$ cat src/rtl/speedy_mc_ak_pipe.sv
// speedy_mc_ak_pipe: two-stage pipelined Speedy linear layer.
//   S1 registers the column mix (or the raw state in no-mix mode) together
//   with the combined round constant/round key. S2 registers the XOR of the
//   two, which is the layer output.
//
// Ports:
//   clk, rst          rising-edge clock, synchronous active-high reset
//   in_valid/in_ready input handshake (in_ready does not depend on in_valid)
//   in_state          state, row i bit j at index i*W+j
//   in_acak           round constant XOR round key
//   in_nomc           1 = bypass the mix for this transaction
//   out_valid/out_ready output handshake
//   out_state         result
//   blk_cnt, nomc_seen  only when SPEEDY_MC_CNT_EN is defined: count of
//                     completed output transfers, and a sticky flag set by
//                     any completed no-mix transfer
//
// Build option: `define SPEEDY_MC_CNT_EN to add the transfer counter ports.
module speedy_mc_ak_pipe #(
    parameter int unsigned         L     = 32,
    parameter int unsigned         W     = 6,
    parameter int unsigned         NTAPS = 7,
    parameter logic [NTAPS*8-1:0]  OFFS  = {8'd26, 8'd21, 8'd15, 8'd9, 8'd5, 8'd1, 8'd0}
) (
    input  logic             clk,
    input  logic             rst,
    input  logic             in_valid,
    output logic             in_ready,
    input  logic [L*W-1:0]   in_state,
    input  logic [L*W-1:0]   in_acak,
    input  logic             in_nomc,
    output logic             out_valid,
    input  logic             out_ready,
    output logic [L*W-1:0]   out_state
`ifdef SPEEDY_MC_CNT_EN
    ,
    output logic [31:0]      blk_cnt,
    output logic             nomc_seen
`endif
);

    localparam int unsigned SB = L * W;

    // Column mix: each output row is the XOR of NTAPS rotated input rows.
    // Loop bounds and offsets are constant, so the modulo folds away.
    logic [SB-1:0] mix_c;
    always_comb begin
        mix_c = '0;
        for (int unsigned i = 0; i < L; i++) begin
            for (int unsigned k = 0; k < NTAPS; k++) begin
                mix_c[i*W +: W] = mix_c[i*W +: W]
                    ^ in_state[((i + 32'(OFFS[k*8 +: 8])) % L) * W +: W];
            end
        end
    end

    // Pipeline registers
    logic          s1_v_q, s1_v_d;
    logic [SB-1:0] s1_mix_q, s1_mix_d;
    logic [SB-1:0] s1_key_q, s1_key_d;
    logic          s2_v_q, s2_v_d;
    logic [SB-1:0] s2_state_q, s2_state_d;

    // A stage advances when it is empty or its consumer is taking data.
    logic adv1_c, adv2_c;
    assign adv2_c = !s2_v_q || out_ready;
    assign adv1_c = !s1_v_q || adv2_c;

    assign in_ready  = !rst && adv1_c;
    assign out_valid = s2_v_q;
    assign out_state = s2_state_q;

    // Data only loads with a valid beat so out_state stays 0 until the first result.
    always_comb begin
        s1_v_d     = s1_v_q;
        s1_mix_d   = s1_mix_q;
        s1_key_d   = s1_key_q;
        s2_v_d     = s2_v_q;
        s2_state_d = s2_state_q;
        if (adv1_c) begin
            s1_v_d = in_valid;
            if (in_valid) begin
                s1_mix_d = in_nomc ? in_state : mix_c;
                s1_key_d = in_acak;
            end
        end
        if (adv2_c) begin
            s2_v_d = s1_v_q;
            if (s1_v_q) begin
                s2_state_d = s1_mix_q ^ s1_key_q;
            end
        end
    end

    always_ff @(posedge clk) begin
        if (rst) begin
            s1_v_q     <= 1'b0;
            s1_mix_q   <= '0;
            s1_key_q   <= '0;
            s2_v_q     <= 1'b0;
            s2_state_q <= '0;
        end else begin
            s1_v_q     <= s1_v_d;
            s1_mix_q   <= s1_mix_d;
            s1_key_q   <= s1_key_d;
            s2_v_q     <= s2_v_d;
            s2_state_q <= s2_state_d;
        end
    end

`ifdef SPEEDY_MC_CNT_EN
    // The no-mix flag rides alongside the data so it is known at output transfer.
    logic        s1_nomc_q, s1_nomc_d;
    logic        s2_nomc_q, s2_nomc_d;
    logic [31:0] cnt_q, cnt_d;
    logic        seen_q, seen_d;
    logic        xfer_c;

    assign xfer_c    = s2_v_q && out_ready;
    assign blk_cnt   = cnt_q;
    assign nomc_seen = seen_q;

    always_comb begin
        s1_nomc_d = s1_nomc_q;
        s2_nomc_d = s2_nomc_q;
        cnt_d     = cnt_q;
        seen_d    = seen_q;
        if (adv1_c && in_valid) begin
            s1_nomc_d = in_nomc;
        end
        if (adv2_c && s1_v_q) begin
            s2_nomc_d = s1_nomc_q;
        end
        if (xfer_c) begin
            cnt_d  = cnt_q + 32'd1;
            seen_d = seen_q | s2_nomc_q;
        end
    end

    always_ff @(posedge clk) begin
        if (rst) begin
            s1_nomc_q <= 1'b0;
            s2_nomc_q <= 1'b0;
            cnt_q     <= '0;
            seen_q    <= 1'b0;
        end else begin
            s1_nomc_q <= s1_nomc_d;
            s2_nomc_q <= s2_nomc_d;
            cnt_q     <= cnt_d;
            seen_q    <= seen_d;
        end
    end
`endif

endmodule

$ cat config.mk
export PLATFORM = sky130hd
export DESIGN_NAME = speedy_mc_ak_pipe
export DESIGN_NICKNAME = d
export VERILOG_FILES = /design/src/rtl/speedy_mc_ak_pipe.sv
export SDC_FILE = /design/constraint.sdc
export NUM_CORES = 2
export LEC_CHECK = 0
export ABC_AREA = 0
export ABC_CLOCK_PERIOD_IN_PS = 1700
export CORE_ASPECT_RATIO = 0.8
export CORE_UTILIZATION = 30
export DETAILED_ROUTE_END_ITERATION = 6
export SETUP_SLACK_MARGIN = 0.4
export SLEW_MARGIN = 0
export SYNTH_ARGS = -nofsm -noshare
export SYNTH_HDL_FRONTEND = slang
export SYNTH_SLANG_ARGS = --single-unit
$ cat constraint.sdc
create_clock -name clk -period 1.7 [get_ports clk]
set_clock_uncertainty 0.2 [all_clocks]
set_input_delay 0.255 -clock clk [delete_from_list [all_inputs] [get_ports clk]]
set_output_delay 0.255 -clock clk [all_outputs]
set_load 0.005 [all_outputs]
==> summary.txt <==
Cell taking the most area after synthesis = dfxtp_1
Synth Area in Simple Gates = 0.1014
Leak = 22.45 nW
Grt ovf = 0
P_sw = 13.76 mW
Status = finished, violations left
Post-synthesis sequential element count = 578
Reg clk slew, reported paths = 0.06 ns
Async SR Flop Fraction = 0
Final Hold Fails = 21
DIE WIDTH = 382.8 um
Multiplexer share of the synthesized area = 0
Final period utilization = 1.142
YS warnings = 0
Post-synth EDFFs = 0
Later-pin clock latency in the skew report = 0.66 ns
Worst hold stages = 3
Avg Inst Size Synth = 10.29 um2
Final Core Density = 0.4608
Setup WS post-layout = -0.2422 ns
Final ANT Viol Nets = 0
Top Ports = 583
Synth Area in Compound Gates = 0.1743
Max-Slew Margin vs Limit = 0.4751
Tot GR Track Use = 0.2872
Sw frac = 0.3031
Synth Area in XOR/XNOR = 0.3346
Via count = 32220
R2R depth = 7
Critical R2R Capture = s1_mix_q[96]$_SDFFE_PP0P_
Nets = 4800
Residual DRC = 50
CP Launch Type = flop
Initial antenna violation count = 43
Area Growth Syn to Fin = 52.04%
Minimum clock period = 1.942 ns
Synthesized-area fraction occupied by adder cells = 0
Crit-path cells = buf_4, nand3b_1, buf_6, buf_4, and3_4, buf_12, a221o_1
Failing checks = DRC, hold timing, setup timing
Fmax = 0.5149 GHz
Wirelength per Cell = 29.10 um
Count of endpoints failing setup in the final report = 410
Top cells by count, synth = dfxtp_1, a21oi_1, clkbuf_1
Total Wirelength = 175.0 mm
Syn nets = 3771
CTS buffer count = 67
Core Area = 114900 um2
Max-slew violation count = 0
Die Area = 117400 um2
Initial core utilization = 0.3031
Comb pwr share = 0.301
Peak VDD IR = 0.5562 mV
Reg-to-reg slack, setup = -0.24 ns
Min-Delay Path Class = in2reg
Slowest cell on crit path = a221o_1
RePlAce Congestion = 0.9674
Clock sink count = 578
Critical Path Max Stage Delay = 0.36 ns
Pin count of the biggest net entering global routing = 88
H-Tree Level Count = 3
Post-synthesis sequential area ratio = 0.3324
Share of post-route cells with drive strength above 1 = 0.3075
Top cell by count, worst path = buf_4
Vias in the first global route = 31010
Die Y = 306.7 um
Row Count = 111
Worst setup EP type = flop
Synth cell types = 32
Global-route wire length before repair = 239.9 mm
Sequential share of power = 0.363
CTS tree = yes
IO buf count = 582
Clk pwr share = 0.336
Top-area cell type share of the netlist area = 0.3324
Crit path kind = reg2reg
RSZ-0062 raised after global routing = true
Hold WS = -0.06621 ns
Critical Path AT = 2.28 ns
Pwr dens = 857.9 nW/um2
Most frequent cell after synthesis = dfxtp_1
Worst Hold Path EP = out_valid$_SDFFE_PP0P_
CP required = 2.04 ns
Mapped Area = 34810 um2
Initial DRT Pass Iterations = 7
Root buf cell = clkbuf_16
CTS Buffer Depth = 3
Cells after Synth = 3382
DRT iter0 DRCs = 3104
Setup slack after placement = -0.7155 ns
Largest family of logic cells by synthesized area = XOR/XNOR gates
Number of max-cap violations = 0
Synth area leaders = dfxtp_1, xnor3_1, xnor2_1, a21oi_1, a211oi_1
DP HPWL = 133.4 mm
RR Startpoint = s1_v_q$_SDFFE_PP0N_
Worst Path Max Fanout = 21
Via density per instance = 5.359
Worst Hold Launch = rst
Predominant post-synthesis flop cell = dfxtp_1
Int Pwr = 31.64 mW
Actual slew at the worst max-slew pin = 0.7874 ns
power by group through the flow:
stage / Clock, mW / Combinational (mW) / Sequential, mW
after floorplan: 0 / 7.67 / 15.6
after global placement: 0 / 12.9 / 16.6
after detailed placement: 0 / 13.0 / 16.6
after CTS: 15.5 / 13.4 / 16.4
after global routing: 16.1 / 14.3 / 16.5
final: 15.3 / 13.7 / 16.5
placed cells by master (no fill, tap or decap), types with 13 or more instances in the layout:
cell type          n
a211oi_1         192
a21oi_1          363
a21oi_2           22
a221o_1           42
and4_1            41
buf_12           143
buf_16            18
buf_2             92
buf_4            532
buf_6            115
clkbuf_16         74
clkbuf_8          13
clkdlybuf4s50_1  386
dfxtp_1          384
dfxtp_2          193
diode_2           28
dlygate4sd3_1    143
nand2b_1         150
nand3_1          173
nand4_1          150
nor2b_1           42
o21ai_0          161
o21ai_1           15
o21ai_2           15
o221ai_1         115
o221ai_2          35
xnor2_1          291
xnor2_2           36
xnor3_1          308
xor2_1            82
xor3_1            38
through the flow:
step | instance area [um2] | total power, mW | setup TNS, ns | hold slack [ns] | instances
final | 52930 | 45.41 | -50.00 | -0.06621 | 6012
after global routing | 52900 | 46.94 | -71.25 | -0.07131 | 6003
after CTS | 52110 | 45.39 | -42.53 | -0.08533 | 5961
after detailed placement | 47560 | 29.56 | -230.10 | 0.2796 | 5647
after global placement | 47560 | 29.52 | -219.20 | 0.2719 | 5647
after floorplan | 35730 | 23.26 | -0.03907 | 0.2027 | 3382
timing repair:
action,CTS,global route
setup endpoints to repair,772,772
gates cloned,13,8
endpoints found under the hold margin,214,33
pin swaps,33,22
gates resized for setup,1169,97
setup buffers,47,8
hold buffers,137,7
how the worst max path moves through the flow:
stage,from,to,cells past startpoint
after global routing,s1_v_q$_SDFFE_PP0N_,s1_mix_q[187]$_SDFFE_PP0P_,8
after global placement,in_state[115],s1_mix_q[151]$_SDFFE_PP0P_,4
after floorplan,s1_v_q$_SDFFE_PP0N_,s1_mix_q[55]$_SDFFE_PP0P_,7
final,s1_v_q$_SDFFE_PP0N_,s1_mix_q[96]$_SDFFE_PP0P_,7
after detailed placement,in_state[115],s1_mix_q[151]$_SDFFE_PP0P_,4
after CTS,s1_v_q$_SDFFE_PP0N_,in_ready,4
registers in the layout, summed over array words and instances (netlist names):
register   count
s1_v_q         1
s1_mix_q     192
out_valid      1
s1_key_q     192
out_state    192
worst max-delay path, delay by kind of cell (launching register included):
family	cells	cell delay, ns
DFF	1	0.35
AOI/OAI and AO/OA	1	0.36
buffers and inverters	4	0.58
and+or+nand+nor	2	0.31
cell type report:
class	instances	area, um2
sequential	578	11820
antenna	28	70.07
fill	10740	61930
inverter	2	12.51
clock buffer	89	1889
timing repair buffer	1447	14780
multi-input combinational	2315	22110
tap	1525	1908
clock inverter	28	341.6
kinds of logic after synthesis:
| group | Yosys count |
|---|---|
| AO/OA/AOI/OAI | 962 |
| XOR/XNOR | 766 |
| AND/OR/NAND/NOR | 587 |
| flip-flops | 578 |
| buffers and inverters | 489 |
layer usage:
metal / up-vias / GRT usage / share of wire
met1: 16240 / 0.3791 / 0.42
li1: 14440 / - / -
met4: 22 / 0.1136 / 0.039
met2: 1258 / 0.4522 / 0.46
met3: 264 / 0.06655 / 0.081
met5: - / 0 / 0.00089
No activity file was read; power rests on OpenSTA's default activity.
